`src/rtl/uart_pkg.sv`:
```
// uart_pkg
//   Shared types and helpers for the UART transmit path.
//   tx_state_e  : serialiser states
//   parity_e    : parity selection (cfg_parity_type encoding)
//   data_bits_e : data width selection (cfg_data_bits encoding)
//   num_data_bits / data_mask / parity_bit : frame-format helpers
package uart_pkg;

    typedef enum logic [2:0] {
        TX_IDLE,
        TX_START,
        TX_DATA,
        TX_PARITY,
        TX_STOP,
        TX_BREAK,
        TX_MARK
    } tx_state_e;

    typedef enum logic [1:0] {
        PAR_EVEN  = 2'b00,
        PAR_ODD   = 2'b01,
        PAR_MARK  = 2'b10,
        PAR_SPACE = 2'b11
    } parity_e;

    typedef enum logic [1:0] {
        DB_5 = 2'b00,
        DB_6 = 2'b01,
        DB_7 = 2'b10,
        DB_8 = 2'b11
    } data_bits_e;

    function automatic logic [3:0] num_data_bits(input data_bits_e db);
        return 4'd5 + {2'b00, db};
    endfunction

    function automatic logic [7:0] data_mask(input data_bits_e db);
        return 8'hFF >> (4'd8 - num_data_bits(db));
    endfunction

    // Expects data already masked to the active bits.
    function automatic logic parity_bit(input parity_e p, input logic [7:0] d);
        case (p)
            PAR_EVEN: return ^d;
            PAR_ODD:  return ~^d;
            PAR_MARK: return 1'b1;
            default:  return 1'b0;
        endcase
    endfunction

endpackage

```
`src/rtl/bit_sync.sv`:
```
// bit_sync
//   Multi-flop synchroniser for a single asynchronous level.
//   clk    : destination clock
//   rst_n  : synchronous active-low reset (flops load RST_VAL)
//   i_d    : asynchronous input
//   o_q    : synchronised output (STAGES cycles of latency, STAGES >= 2)
module bit_sync #(
    parameter int   STAGES  = 2,
    parameter logic RST_VAL = 1'b0
) (
    input  logic clk,
    input  logic rst_n,
    input  logic i_d,
    output logic o_q
);

    logic [STAGES-1:0] r_sync;

    always_ff @(posedge clk) begin
        if (!rst_n) begin
            r_sync <= {STAGES{RST_VAL}};
        end else begin
            r_sync <= {r_sync[STAGES-2:0], i_d};
        end
    end

    assign o_q = r_sync[STAGES-1];

endmodule

```
`src/rtl/sync_fifo.sv`:
```
// sync_fifo
//   Single-clock FIFO with occupancy count, flush and overflow pulse.
//   clk, rst_n  : clock, synchronous active-low reset
//   i_flush     : clears contents (a write in the same cycle is discarded)
//   i_wr_en/i_wr_data : enqueue; ignored while full
//   i_rd_en     : dequeue; o_rd_data shows the head combinationally
//   o_empty/o_full/o_level : status, level 0..DEPTH
//   o_overflow  : 1-cycle pulse after a write attempt while full
module sync_fifo #(
    parameter  int DEPTH = 16,
    parameter  int WIDTH = 8,
    localparam int AW    = $clog2(DEPTH),
    localparam int LW    = AW + 1
) (
    input  logic             clk,
    input  logic             rst_n,
    input  logic             i_flush,
    input  logic             i_wr_en,
    input  logic [WIDTH-1:0] i_wr_data,
    input  logic             i_rd_en,
    output logic [WIDTH-1:0] o_rd_data,
    output logic             o_empty,
    output logic             o_full,
    output logic [LW-1:0]    o_level,
    output logic             o_overflow
);

    logic [WIDTH-1:0] r_mem [DEPTH];
    logic [AW-1:0]    r_wr_ptr;
    logic [AW-1:0]    r_rd_ptr;
    logic [LW-1:0]    r_count;
    logic             r_overflow;
    logic             w_wr_ok;
    logic             w_rd_ok;

    assign o_empty    = (r_count == '0);
    assign o_full     = (r_count == LW'(DEPTH));
    assign o_level    = r_count;
    assign o_overflow = r_overflow;
    assign o_rd_data  = r_mem[r_rd_ptr];
    assign w_wr_ok    = i_wr_en && !o_full;
    assign w_rd_ok    = i_rd_en && !o_empty;

    always_ff @(posedge clk) begin
        if (w_wr_ok) begin
            r_mem[r_wr_ptr] <= i_wr_data;
        end
    end

    always_ff @(posedge clk) begin
        if (!rst_n || i_flush) begin
            r_wr_ptr <= '0;
            r_rd_ptr <= '0;
            r_count  <= '0;
        end else begin
            if (w_wr_ok) r_wr_ptr <= r_wr_ptr + 1'b1;
            if (w_rd_ok) r_rd_ptr <= r_rd_ptr + 1'b1;
            case ({w_wr_ok, w_rd_ok})
                2'b10:   r_count <= r_count + 1'b1;
                2'b01:   r_count <= r_count - 1'b1;
                default: r_count <= r_count;
            endcase
        end
    end

    // A pop in the same cycle does not make room for a write seen while full.
    always_ff @(posedge clk) begin
        if (!rst_n) begin
            r_overflow <= 1'b0;
        end else begin
            r_overflow <= i_wr_en && o_full;
        end
    end

endmodule

```
`src/rtl/uart_tx_frame.sv`:
```
// uart_tx_frame
//   UART transmit datapath: TX FIFO feeding a frame serialiser with
//   runtime format (5-8 data bits, parity, 1/2 stop), break and CTS.
//   uart_clk, rst_n : clock, synchronous active-low reset
//   baud_tick       : oversample tick, OVERSAMPLE ticks per bit
//   cfg_*           : frame format / break / CTS enable, latched per frame
//   cts_n           : asynchronous clear-to-send, active-low
//   wr_data/wr_en/flush : FIFO write side
//   tx_empty/tx_full/tx_level/wr_overflow : FIFO status
//   tx_active/tx_done/tx_serial : serialiser status and line
//
//   state     | meaning
//   TX_IDLE   | line high, waiting for data or break request
//   TX_START  | start bit (0)
//   TX_DATA   | data bits, LSB first
//   TX_PARITY | parity bit
//   TX_STOP   | stop bit(s) (1)
//   TX_BREAK  | line held low while cfg_break is set
//   TX_MARK   | one bit period of high line after a break
module uart_tx_frame
    import uart_pkg::*;
#(
    parameter  int FIFO_DEPTH = 16,
    parameter  int OVERSAMPLE = 16,
    localparam int LVL_W      = $clog2(FIFO_DEPTH) + 1
) (
    input  logic             uart_clk,
    input  logic             rst_n,
    input  logic             baud_tick,
    input  logic [1:0]       cfg_data_bits,
    input  logic             cfg_parity_en,
    input  logic [1:0]       cfg_parity_type,
    input  logic             cfg_stop2,
    input  logic             cfg_break,
    input  logic             cfg_cts_en,
    input  logic             cts_n,
    input  logic [7:0]       wr_data,
    input  logic             wr_en,
    input  logic             flush,
    output logic             tx_empty,
    output logic             tx_full,
    output logic [LVL_W-1:0] tx_level,
    output logic             tx_active,
    output logic             tx_done,
    output logic             wr_overflow,
    output logic             tx_serial
);

    localparam int            TW        = $clog2(OVERSAMPLE);
    localparam logic [TW-1:0] TICK_LAST = TW'(OVERSAMPLE - 1);

    tx_state_e     r_state;
    logic [TW-1:0] r_tick;
    logic [7:0]    r_shift;
    logic [3:0]    r_bits_left;
    logic          r_stop_left;
    logic          r_stop2;
    logic          r_par_en;
    logic          r_par_bit;
    logic          r_serial;
    logic          r_done;

    logic          w_cts_n_sync;
    logic [7:0]    w_fifo_rd_data;
    logic          w_fifo_empty;
    logic          w_wrap;
    logic          w_start_ok;
    logic          w_stop_end;
    logic          w_pop;
    logic [7:0]    w_load_data;

    bit_sync #(
        .STAGES  (2),
        .RST_VAL (1'b1)
    ) u_cts_sync (
        .clk   (uart_clk),
        .rst_n (rst_n),
        .i_d   (cts_n),
        .o_q   (w_cts_n_sync)
    );

    sync_fifo #(
        .DEPTH (FIFO_DEPTH),
        .WIDTH (8)
    ) u_fifo (
        .clk        (uart_clk),
        .rst_n      (rst_n),
        .i_flush    (flush),
        .i_wr_en    (wr_en),
        .i_wr_data  (wr_data),
        .i_rd_en    (w_pop),
        .o_rd_data  (w_fifo_rd_data),
        .o_empty    (w_fifo_empty),
        .o_full     (tx_full),
        .o_level    (tx_level),
        .o_overflow (wr_overflow)
    );

    assign tx_empty   = w_fifo_empty;
    assign tx_active  = (r_state != TX_IDLE);
    assign tx_done    = r_done;
    assign tx_serial  = r_serial;

    // Tick counter runs down; a bit period ends on the tick that sees zero.
    assign w_wrap      = baud_tick && (r_tick == '0);
    assign w_start_ok  = !w_fifo_empty && !cfg_break && (!cfg_cts_en || !w_cts_n_sync);
    assign w_stop_end  = (r_state == TX_STOP) && w_wrap && !r_stop_left;
    // Launching straight from the last stop wrap keeps back-to-back frames gapless.
    assign w_pop       = baud_tick && w_start_ok && ((r_state == TX_IDLE) || w_stop_end);
    assign w_load_data = w_fifo_rd_data & data_mask(data_bits_e'(cfg_data_bits));

    always_ff @(posedge uart_clk) begin
        if (!rst_n) begin
            r_state     <= TX_IDLE;
            r_tick      <= TICK_LAST;
            r_shift     <= '0;
            r_bits_left <= '0;
            r_stop_left <= 1'b0;
            r_stop2     <= 1'b0;
            r_par_en    <= 1'b0;
            r_par_bit   <= 1'b0;
            r_serial    <= 1'b1;
            r_done      <= 1'b0;
        end else begin
            r_done <= w_stop_end;

            if (r_state == TX_IDLE || r_state == TX_BREAK) begin
                r_tick <= TICK_LAST;
            end else if (baud_tick) begin
                r_tick <= w_wrap ? TICK_LAST : r_tick - 1'b1;
            end

            if (w_pop) begin
                r_state     <= TX_START;
                r_serial    <= 1'b0;
                r_shift     <= w_load_data;
                r_bits_left <= num_data_bits(data_bits_e'(cfg_data_bits));
                r_stop2     <= cfg_stop2;
                r_par_en    <= cfg_parity_en;
                r_par_bit   <= parity_bit(parity_e'(cfg_parity_type), w_load_data);
            end else begin
                case (r_state)
                    TX_IDLE: begin
                        if (baud_tick && cfg_break) begin
                            r_state  <= TX_BREAK;
                            r_serial <= 1'b0;
                        end
                    end
                    TX_START: begin
                        if (w_wrap) begin
                            r_state  <= TX_DATA;
                            r_serial <= r_shift[0];
                        end
                    end
                    TX_DATA: begin
                        if (w_wrap) begin
                            if (r_bits_left == 4'd1) begin
                                if (r_par_en) begin
                                    r_state  <= TX_PARITY;
                                    r_serial <= r_par_bit;
                                end else begin
                                    r_state     <= TX_STOP;
                                    r_serial    <= 1'b1;
                                    r_stop_left <= r_stop2;
                                end
                            end else begin
                                r_shift     <= r_shift >> 1;
                                r_serial    <= r_shift[1];
                                r_bits_left <= r_bits_left - 1'b1;
                            end
                        end
                    end
                    TX_PARITY: begin
                        if (w_wrap) begin
                            r_state     <= TX_STOP;
                            r_serial    <= 1'b1;
                            r_stop_left <= r_stop2;
                        end
                    end
                    TX_STOP: begin
                        if (w_wrap) begin
                            if (r_stop_left) begin
                                r_stop_left <= 1'b0;
                            end else begin
                                r_state <= TX_IDLE;
                            end
                        end
                    end
                    TX_BREAK: begin
                        if (!cfg_break) begin
                            r_state  <= TX_MARK;
                            r_serial <= 1'b1;
                        end
                    end
                    TX_MARK: begin
                        if (w_wrap) begin
                            r_state <= TX_IDLE;
                        end
                    end
                    default: begin
                        r_state  <= TX_IDLE;
                        r_serial <= 1'b1;
                    end
                endcase
            end
        end
    end

endmodule

```
`config.mk`:
```
export PLATFORM = sky130hd
export DESIGN_NAME = uart_tx_frame
export DESIGN_NICKNAME = d
export VERILOG_FILES = /design/src/rtl/uart_pkg.sv /design/src/rtl/bit_sync.sv /design/src/rtl/sync_fifo.sv /design/src/rtl/uart_tx_frame.sv
export SDC_FILE = /design/constraint.sdc
export NUM_CORES = 1
export LEC_CHECK = 0
export ABC_AREA = 1
export BUFFER_PORTS_ARGS = -buffer_cell sky130_fd_sc_hd__buf_2
export CORE_ASPECT_RATIO = 1.75
export CORE_UTILIZATION = 46
export CTS_CLUSTER_DIAMETER = 80
export DETAILED_ROUTE_END_ITERATION = 7
export GPL_ROUTABILITY_DRIVEN = 0
export MAX_ROUTING_LAYER = met4
export SLEW_MARGIN = 40
export SYNTH_ARGS = -nofsm -noshare
export SYNTH_HDL_FRONTEND = slang
export SYNTH_SLANG_ARGS = --single-unit
```
`constraint.sdc`:
```
create_clock -name uart_clk -period 5.1 [get_ports uart_clk]
set_clock_uncertainty 0.2 [all_clocks]
set_input_delay 0.51 -clock uart_clk [delete_from_list [all_inputs] [get_ports uart_clk]]
set_output_delay 0.51 -clock uart_clk [all_outputs]
set_load 0.005 [all_outputs]
```
==> run_results.csv <==
group,metric,value,unit
outcome,status,"complete, no violations",
final_layout,final_common_cell,"nand2_1",
clock_network,cts_root_buf,"clkbuf_16",
place,pre_cts_ws,2150,ps
timing,slew_headroom,39.4,%
timing,setup_viol,0,
global_routing,grt_max_degree,68,
synth,synth.net_count,896,
clock_network,clock_latency,430,ps
synth,syn_inst,859,
drt,routed_wl,18000,µm
critical_path,cp_slowest_stage_delay,810,ps
critical_path,crit_required,5230,ps
synth,synth_seq_cells,173,
timing,slew_violations,0,
clock_network,cts_resized,0,
clock_network,post_cts_buffers,0,
synth,avgSynthCellArea,9.25,µm²
global_routing,grt.total_usage,22.2,%
die,io_pins,33,
drt,wl_met3,415,µm
drt,drtIter0Drc,345,
place,dp_hpwl,12200,µm
die,start_util,46.9,%
synth,synth-compound-area-share,6.08,%
synth,synthSimpleGateAreaFrac,22.8,%
timing,tns,0,ps
global_routing,grt_overflow,0,
synth,synth_top_family_by_area,"simple AND/OR/NAND/NOR gates",
pwr,total_leakage_power,3.74,nW
clock_network,htreeDepth,4,
final_layout,regArea,4750,µm²
critical_path,crit_family,"simple AND/OR/NAND/NOR gates",
drt,top_layer_used,"met4",
global_routing,antenna_found_initial,0,
die,core_area,16900,µm²
clock_network,hold_buffers,0,
final_layout,multiInputGateArea,2600,µm²
critical_path,cp.arrival,3050,ps
timing,rsz0062_at_grt,"no",
synth,synthMuxAreaShare,0,%
synth,ys.warnings.count,0,
critical_path,worst_path_max_delay_cell,"dfxtp_1",
synth,yosysSeqAreaShare,59.7,%
critical_path,crit_top_cell,"nand2_1",
pwr,ir_drop,0.238,mV
global_routing,grt_pass1_vias,5650,
drt,drc_errors,0,
timing,hold_viol,0,
synth,ys_types,37,
final_layout,final_cell_mix,"nand2_1, edfxtp_1, inv_1",
timing,fin_crit_sh,57.3,%
global_routing,grt_pass1_wl,28400,µm
final_layout,nets,920,
clock_network,cts_tree,"done",
clock_network,numCtsBuffers,17,
drt,num_vias,5684,
synth,netlist.area_leader.share,48.4,%
drt,post_drt_via_cell_ratio,5.06,
pwr,power_density,357,nW/µm²
die,die_height,176,µm
final_layout,drive_gt1_share,11.3,%
timing,fin_crit,2920,ps
synth,yosysTopAreaCell,"edfxtp_1",
timing,tightestPinTransition,906,ps
critical_path,crit_chain,"inv_1 > nand3_1 > nand3_1 > nand2_1 > nand3_2 > nand2_1 > nand2_1 > nand2_1 > nand2_1 > nand2_1 > nand2_1 > nand2_1 > nand3_1 > nor2_1 > nor2_1",
drt,wl_per_cell,16.0,µm
timing,fmax,342,MHz
critical_path,cp_max_fo,17,
final_layout,utilization,52.1,%
drt,first_pass_iters,5,
drt,ant_nets,0,
synth,synthXorXnorAreaFrac,1.21,%
critical_path,start_kind,"flop",
drt,wl_met2,10200,µm
worst_hold_path,hold_class,"input pin to flop",
place,numPortBuffers,32,
synth,synthesis.area,7950,µm²
clock_network,clkSlewWorstSetupHoldPaths,70,ps
job,maxCapViolCount,0,
final_layout,fillers,1585,
die,die_w,101,µm
clock_network,clock-sinks,173,
drt,met1_length,6940,µm
die,dieArea,17800,µm²
clock_network,clockBufferDepth,2,
synth,synthAdderAreaFrac,2.36,%
synth,synth_area_leaders,"edfxtp_1, nand2_1, dfxtp_1",
critical_path,end_kind,"flop",
final_layout,synthToLayoutAreaGrowth,11.1,%
timing,worst_slack,2180,ps
die,rows,63,
critical_path,path_class,"flop to flop",
final_layout,diodes,0,
critical_path,cp_num_buf_inv,1,
timing,hold_ws,63.2,ps
## flip-flops by register name, indices dropped and copies added, names as in the netlist, named ones only
| signal | count |
|---|---|
| tx_done | 1 |
| r_stop_left | 1 |
| u_cts_sync.r_sync | 2 |
| r_stop2 | 1 |
| tx_serial | 1 |
| r_tick | 4 |
| r_par_bit | 1 |
| u_fifo.r_rd_ptr | 4 |
| u_fifo.o_overflow | 1 |
| r_bits_left | 4 |
| r_state | 3 |
| r_par_en | 1 |
| u_fifo.r_mem | 128 |
| r_shift | 8 |
| u_fifo.o_level | 5 |
| u_fifo.r_wr_ptr | 4 |
## cell type report
type | count | area share (%)
Sequential cell | 173 | 53.7
Multi-Input combinational cell | 545 | 29.5
Clock inverter | 15 | 1.87
Tap cell | 227 | 3.22
Timing Repair Buffer | 36 | 2.15
Clock buffer | 17 | 4.82
Inverter | 110 | 4.70
## worst paths after layout
check                             from  cells after the start              endpoint  slack (ps)
hold / removal                   cts_n                      2  u_cts_sync.r_sync[0]          60
setup reg to reg                  flop                     15             r_par_bit        2180
hold reg to reg   u_cts_sync.r_sync[0]                      1  u_cts_sync.r_sync[1]         220
setup / recovery                  flop                     15             r_par_bit        2180
## synthesized netlist by cell type, drive strengths merged
library cell	number
dfxtp	45
nor3	5
o211ai	4
a311o	1
xor2	8
xnor2	3
a2111oi	2
nand2	265
a311oi	2
nor2	58
a21oi	29
or2	5
clkbuf	5
nand4	1
buf	26
nand3	92
edfxtp	128
and3	2
nor3b	1
o21ai	42
ha	15
inv	110
a211oi	2
a31oi	4
nor4	4
## routing by layer
metal  vias up  track usage [%]
li1       2855                -
met5         -                -
met1      2700             22.1
met3        23             3.46
met4         0             9.78
met2       106             41.7
## stage by stage
step	cells	cell area, µm²	power [W]
finish	1123	8830	0.00315
floorplan	859	7950	0.00179
global route	1123	8830	0.00326
detailed placement	1091	8230	0.00188
global placement	1091	8210	0.00188
CTS	1123	8820	0.00317
## power by group
| part | internal (W) | total [W] | switching [W] |
|---|---|---|---|
| clock | 0.000700 | 0.00130 | 0.000596 |
| combinational | 0.0000931 | 0.000291 | 0.000198 |
| sequential | 0.00154 | 0.00156 | 0.0000230 |
## worst reg2reg max path, delay by kind of cell (launching register included)
family,cells,cell delay [ps]
buffers and inverters,1,520
flip-flops,1,810
AND/OR/NAND/NOR,14,1290
## kinds of logic (layout without fill, tap and decap cells)
logic type      Yosys count  in the layout
flops                   173            173
fa+ha+maj                15             15
compound gates           86             86
simple gates            433            433
xor+xnor                 11             11
buf+inv                 141            178
No activity file was read; power rests on OpenSTA's default activity.
